[src/rtl/ptp_bridge_pkg.sv]
// Shared types for the PTP bridge rx pipe.
//   tuple_map_S    : classifier tuple used as the TCAM lookup key
//   SEGMENT_INFO_S : per-beat packet framing (start/end of packet)
package ptp_bridge_pkg;

    typedef struct packed {
        logic [47:0] dmac;
        logic [15:0] ethertype;
        logic [7:0]  msg_type;
        logic [7:0]  domain;
    } tuple_map_S;

    typedef struct packed {
        logic sop;
        logic eop;
    } SEGMENT_INFO_S;

endpackage

[src/rtl/ptp_bridge_lu_fetch.sv]
// ptp_bridge_lu_fetch
//
// Lookup-side reader of the PTP bridge rx pipe. It pops one tuple-map entry,
// issues one TCAM lookup with it and waits for the response. It then pops that
// packet's beats from the packet FIFO into an AXI-S style output register, with
// the lookup result attached to every beat.
//
// Optional feature macro: PTP_BRIDGE_LU_RSP_TIMEOUT_EN
//   Defined   : WAIT gives up after RSP_TIMEOUT cycles. The packet goes out
//               with result 0 and lu2egr_tuser_timeout=1. The late response
//               that follows is dropped.
//   Undefined : WAIT holds until a response arrives. lu2egr_tuser_timeout is 0.
//
// Ports
//   clk, rst                     : single clock, synchronous active-high reset
//   pars2lu_tcam_req_fifo_*      : show-ahead tuple-map FIFO (empty/head in, rd out)
//   pars2lu_fifo_empty/tdata/... : show-ahead packet FIFO head; lu2pars_fifo_rd pops
//   lu2tcam_req_* / tcam2lu_*    : TCAM request (valid/ready) and response pulse
//   lu2egr_* / egr2lu_tready     : egress stream with result/timeout sideband
//   lu_pkt_cnt                   : wrapping count of eop beats accepted by egress
module ptp_bridge_lu_fetch
    import ptp_bridge_pkg::*;
#(
    parameter int TDATA_WIDTH        = 512,
    parameter int USERMETADATA_WIDTH = 1,
    parameter int RESULT_WIDTH       = 32,
    parameter int RSP_TIMEOUT        = 255
) (
    input  logic                          clk,
    input  logic                          rst,
    input  logic                          pars2lu_tcam_req_fifo_empty,
    output logic                          lu2pars_tcam_req_fifo_rd,
    input  tuple_map_S                    pars2lu_tuser_tuple_map,
    input  logic                          pars2lu_fifo_empty,
    output logic                          lu2pars_fifo_rd,
    input  logic [TDATA_WIDTH-1:0]        pars2lu_tdata,
    input  logic [USERMETADATA_WIDTH-1:0] pars2lu_tuser_usermetadata,
    input  SEGMENT_INFO_S                 pars2lu_tuser_segment_info,
    output logic                          lu2tcam_req_valid,
    output tuple_map_S                    lu2tcam_req_key,
    input  logic                          tcam2lu_req_ready,
    input  logic                          tcam2lu_rsp_valid,
    input  logic [RESULT_WIDTH-1:0]       tcam2lu_rsp_result,
    output logic                          lu2egr_tvalid,
    output logic [TDATA_WIDTH-1:0]        lu2egr_tdata,
    output logic [USERMETADATA_WIDTH-1:0] lu2egr_tuser_usermetadata,
    output SEGMENT_INFO_S                 lu2egr_tuser_segment_info,
    output logic [RESULT_WIDTH-1:0]       lu2egr_tuser_result,
    output logic                          lu2egr_tuser_timeout,
    input  logic                          egr2lu_tready,
    output logic [31:0]                   lu_pkt_cnt
);

    // A zero timeout would expire before any response could be seen.
    if (RSP_TIMEOUT < 1) begin : g_bad_rsp_timeout
        $error("ptp_bridge_lu_fetch: RSP_TIMEOUT must be >= 1");
    end

    typedef enum logic [1:0] {
        S_IDLE,
        S_REQ,
        S_WAIT,
        S_PKT
    } state_t;

    state_t                        state;
    state_t                        state_nxt;
    tuple_map_S                    key_r;
    logic [RESULT_WIDTH-1:0]       result_r;
    logic                          tcam_rd;
    logic                          pkt_rd;
    logic                          rsp_take;
    logic                          tmo_fire;
    logic                          egr_eop_acc;

    logic                          vld_p0;
    logic [TDATA_WIDTH-1:0]        tdata_p0;
    logic [USERMETADATA_WIDTH-1:0] meta_p0;
    SEGMENT_INFO_S                 seg_p0;
    logic [RESULT_WIDTH-1:0]       result_p0;
    logic [31:0]                   pkt_cnt;

`ifdef PTP_BRIDGE_LU_RSP_TIMEOUT_EN
    localparam int TMO_W = $clog2(RSP_TIMEOUT + 1);

    logic [TMO_W-1:0] tmo_cnt;
    logic             tmo_r;
    logic             tmo_p0;
    logic             late_pend;

    // While a timed-out lookup still owes a response, the next response
    // belongs to that lookup and must not be taken as the current one.
    assign rsp_take = (state == S_WAIT) & tcam2lu_rsp_valid & ~late_pend;
    // A response in the expiry cycle wins over the timeout.
    assign tmo_fire = (state == S_WAIT) & ~rsp_take &
                      (tmo_cnt == TMO_W'(RSP_TIMEOUT - 1));
`else
    assign rsp_take = (state == S_WAIT) & tcam2lu_rsp_valid;
    assign tmo_fire = 1'b0;
`endif

    always_comb begin
        state_nxt = state;
        tcam_rd   = 1'b0;
        pkt_rd    = 1'b0;
        case (state)
            S_IDLE: begin
                if (!pars2lu_tcam_req_fifo_empty) begin
                    tcam_rd   = 1'b1;
                    state_nxt = S_REQ;
                end
            end
            S_REQ: begin
                if (tcam2lu_req_ready) begin
                    state_nxt = S_WAIT;
                end
            end
            S_WAIT: begin
                if (rsp_take || tmo_fire) begin
                    state_nxt = S_PKT;
                end
            end
            S_PKT: begin
                // Pop only when the output register is free or being drained.
                pkt_rd = ~pars2lu_fifo_empty & (~vld_p0 | egr2lu_tready);
                if (pkt_rd && pars2lu_tuser_segment_info.eop) begin
                    state_nxt = S_IDLE;
                end
            end
            default: state_nxt = S_IDLE;
        endcase
    end

    assign egr_eop_acc = vld_p0 & egr2lu_tready & seg_p0.eop;

    always_ff @(posedge clk) begin
        if (rst) begin
            state    <= S_IDLE;
            key_r    <= '0;
            result_r <= '0;
            pkt_cnt  <= '0;
        end else begin
            state <= state_nxt;
            if (tcam_rd) begin
                key_r <= pars2lu_tuser_tuple_map;
            end
            if (rsp_take) begin
                result_r <= tcam2lu_rsp_result;
            end else if (tmo_fire) begin
                result_r <= '0;
            end
            if (egr_eop_acc) begin
                pkt_cnt <= pkt_cnt + 32'd1;
            end
        end
    end

    // ---- egress output stage (p0): loaded on each packet FIFO pop ----
    always_ff @(posedge clk) begin
        if (rst) begin
            vld_p0    <= 1'b0;
            tdata_p0  <= '0;
            meta_p0   <= '0;
            seg_p0    <= '0;
            result_p0 <= '0;
        end else begin
            if (pkt_rd) begin
                vld_p0    <= 1'b1;
                tdata_p0  <= pars2lu_tdata;
                meta_p0   <= pars2lu_tuser_usermetadata;
                seg_p0    <= pars2lu_tuser_segment_info;
                result_p0 <= result_r;
            end else if (egr2lu_tready) begin
                vld_p0 <= 1'b0;
            end
        end
    end

`ifdef PTP_BRIDGE_LU_RSP_TIMEOUT_EN
    always_ff @(posedge clk) begin
        if (rst) begin
            tmo_cnt   <= '0;
            tmo_r     <= 1'b0;
            tmo_p0    <= 1'b0;
            late_pend <= 1'b0;
        end else begin
            if ((state == S_WAIT) && !rsp_take && !tmo_fire) begin
                tmo_cnt <= tmo_cnt + TMO_W'(1);
            end else begin
                tmo_cnt <= '0;
            end
            if (rsp_take) begin
                tmo_r <= 1'b0;
            end else if (tmo_fire) begin
                tmo_r <= 1'b1;
            end
            if (pkt_rd) begin
                tmo_p0 <= tmo_r;
            end
            // A new timeout re-arms the flag even if an older late response lands now.
            if (tmo_fire) begin
                late_pend <= 1'b1;
            end else if (tcam2lu_rsp_valid) begin
                late_pend <= 1'b0;
            end
        end
    end

    assign lu2egr_tuser_timeout = tmo_p0;
`else
    assign lu2egr_tuser_timeout = 1'b0;
`endif

    assign lu2pars_tcam_req_fifo_rd  = tcam_rd;
    assign lu2pars_fifo_rd           = pkt_rd;
    assign lu2tcam_req_valid         = (state == S_REQ);
    assign lu2tcam_req_key           = key_r;
    assign lu2egr_tvalid             = vld_p0;
    assign lu2egr_tdata              = tdata_p0;
    assign lu2egr_tuser_usermetadata = meta_p0;
    assign lu2egr_tuser_segment_info = seg_p0;
    assign lu2egr_tuser_result       = result_p0;
    assign lu_pkt_cnt                = pkt_cnt;

endmodule

[config.mk]
export PLATFORM = sky130hd
export DESIGN_NAME = ptp_bridge_lu_fetch
export DESIGN_NICKNAME = d
export VERILOG_FILES = /design/src/rtl/ptp_bridge_pkg.sv /design/src/rtl/ptp_bridge_lu_fetch.sv
export SDC_FILE = /design/constraint.sdc
export NUM_CORES = 1
export LEC_CHECK = 0
export ABC_AREA = 1
export ABC_CLOCK_PERIOD_IN_PS = 1700
export BUFFER_PORTS_ARGS = -buffer_cell sky130_fd_sc_hd__buf_2
export CAP_MARGIN = 0
export CORE_AREA = 2 2 507 509
export DETAILED_ROUTE_END_ITERATION = 7
export DIE_AREA = 0 0 509 511
export MAX_ROUTING_LAYER = met4
export PLACE_DENSITY_LB_ADDON = 0.3
export SYNTH_ARGS = -nofsm -noshare
export SYNTH_HDL_FRONTEND = slang
export SYNTH_SLANG_ARGS = --single-unit
[constraint.sdc]
create_clock -name clk -period 1.7 [get_ports clk]
set_clock_uncertainty 0.05 [all_clocks]
set_input_delay 0.17 -clock clk [delete_from_list [all_inputs] [get_ports clk]]
set_output_delay 0.17 -clock clk [all_outputs]
set_load 0.01 [all_outputs]
==> reports/qor.txt <==
DR iter-0 viols: 1,674
Die Span Y: 511 um
Via Count: 30,008
Setup-failing EPs final: 598
Status: finished, violations left
Yosys warnings: 0
Clock latency on the worst-skew pair: 710 ps
Leak Pwr: 20.0 nW
Initial antenna violation count: 79
Synth Flop Type: dfxtp_1
Total CTS buffers: 92
Top post-synthesis cells by area: dfxtp_1 (57%), nand2_1 (18%), a21oi_1 (12%), nor2_1 (4.4%), o21ai_0 (2.5%)
RSZ-0062 raised after global routing: yes
Root Driver: clkbuf_16
CP cell instances: ha_4, nand3_4, inv_16, buf_16, buf_12, buf_6
Largest net degree at the start of global routing: 74
CP Capture Type: primary output
Non-filler instance count after layout: 8,727
DR vias/cell: 3.44
Buf/Inv on CP: 4
Mean post-synth cell area: 7.73 um2
CTS tree: yes
Max Slew Vio Count: 0
Share of cells above drive strength 1: 33.3%
Ports: 1,298
Wirelength per Cell: 21.2 um
Startpoint Class: register
Drt total wl: 185 mm
Worst Path Max Fanout: 3
Antenna Nets Post-Route: 0
Placed cell count: 7,802
Synthesis-to-finish area growth: 93.1%
PwrDens: 1070 nW/um2
Delay of the slowest critical-path stage: 360 ps
First-pass GRT wire length: 242 mm
Dpl ws: -175 ps
Core area: 255,000 um2
GRT Total Usage: 13.7%
Critical path's top delay family: buffers and inverters
Final Net Count: 5,855
Reg2reg path depth: 9
Clock slew at reported path FFs: 60 ps
Final cycle utilization of the critical path: 116%
Deepest clock path buffer count: 3
Post-layout util: 18.6%
Hold Path Stages: 4
Synth top area share: 56.6%
TritonRoute pass-1 iters: 7
Crit path arrival time: 1750 ps
FF+latch count, synth: 694
Synth area leader: dfxtp_1
Crit Path Class: register to primary output
Max Cap Violations: 0
H-Tree Level Count: 3
Buffers added on ports: 1,296
Async SR Flop Fraction: 0%
Hold slack: 157 ps
Fmax achieved: 0.507 GHz
Number of flops mapped to enable cells by yosys: 0
Final min period: 1970 ps
Synthesized area: 24,500 um2
Die W: 509 um
Hold Path Class: input pin to register
Failing checks: negative setup slack
Num rows: 186
Syn Nets: 3,814
DP HPWL: 143 mm
Sequential-to-total area share from yosys stat: 56.6%
Initial Util: 9.61%
CP max-delay cell: dfxtp_4
Die ar.: 260,000 um2
Synth cell types: 27
Max IR drop VDD: 0.730 mV
Clk sink count: 694
DRC: 0
Crit path required time: 1480 ps
Worst path depth: 6
Number of global-route vias before repair: 29,640
Top cells by count, synth: nand2_1 (1,174), dfxtp_1 (694), a21oi_1 (564), nor2_1 (285), o21ai_0 (121)
Final Worst Setup Slack: -272 ps
GPL Wtd Cong: 0.957
Hold Violations, Final: 0
Mapped Cells: 3,175
Total gr overflow: 0
Most frequent cell after synthesis: nand2_1
Post-Route Setup TNS: -64,020 ps
-- worst min-delay path, cell delays in order --
cell and delay (ps):
dlygate4sd3_1 510, buf_2 100, nor2_1 40, nor2_1 70
-- routing by layer --
layer | GRT usage [%] | up-vias | part of all wire, %
li1 | - | 14378 | -
met1 | 17.7 | 14149 | 46
met2 | 21.3 | 1269 | 44
met3 | 3.28 | 212 | 7.2
met4 | 3.69 | 0 | 2.7
met5 | - | - | 0
-- flip-flops by register name (all words and copies together) (netlist names) --
register	count
result_r	32
lu2egr_tuser_usermetadata	1
lu2egr_tdata	512
lu2egr_tuser_segment_info	2
lu_pkt_cnt	32
lu2egr_tuser_result	32
lu2tcam_req_key	80
lu2egr_tvalid	1
state	2
-- cell type report --
class,count,area [um2]
clock buffers,126,2640
clock inverters,38,513
inverters,52,224
multi-input cells,2208,9550
flip-flops and latches,694,13900
fillers,28711,208000
repair buffers,2168,16200
well taps,3384,4230
diodes,57,143
-- power breakdown --
group	leakage, nW	switching [mW]	internal, mW	total, mW
clock network	1.55	8.48	12.1	20.6
logic	12.8	6.32	5.12	11.4
registers	5.62	0.836	17.7	18.6
-- kinds of logic after synthesis --
family,after synthesis,synth area share (%)
compound gates,691,14.1
flops,694,56.6
other cells,1,0.0153
xor+xnor,1,0.0357
fa+ha+maj,5,0.255
simple gates,1510,23.5
buf+inv,273,5.41
-- repair_timing --
| item | CTS | global route |
|---|---|---|
| pin swaps | 3 | 6 |
| setup buffers | 25 | 14 |
| hold endpoints to repair | 680 | 0 |
| gates resized for setup | 69 | 86 |
| hold buffers | 633 | 0 |
| cloned | 17 | 17 |
| setup endpoints to repair | 420 | 666 |
-- stage by stage --
| step | power, mW | instance area (um2) |
|---|---|---|
| 5_1_grt | 53.2 | 47400 |
| 3_3_place_gp | 27.4 | 36000 |
| 3_5_place_dp | 27.4 | 36000 |
| 6_report | 50.6 | 47400 |
| 2_1_floorplan | 22.2 | 24500 |
| 4_1_cts | 50.9 | 46500 |
-- cells in the final DEF (no fill, tap or decap), drive strengths merged, types with 22 or more instances in the layout --
cell,instances
a21oi,564
buf,1515
clkbuf,140
clkinv,22
dfxtp,694
diode,57
dlygate4sd3,633
inv,56
nand2,1174
nand3,25
nor2,291
o21ai,122
-- worst paths after layout --
check                              start                endpoint  slack [ps]
max                             state[0]         lu2pars_fifo_rd        -270
min          pars2lu_tuser_tuple_map[43]     lu2tcam_req_key[43]         160
min reg2reg                  result_r[8]  lu2egr_tuser_result[8]         370
max reg2reg                     state[0]       lu2egr_tdata[475]        -220
Power figures use the tool's default switching activity.
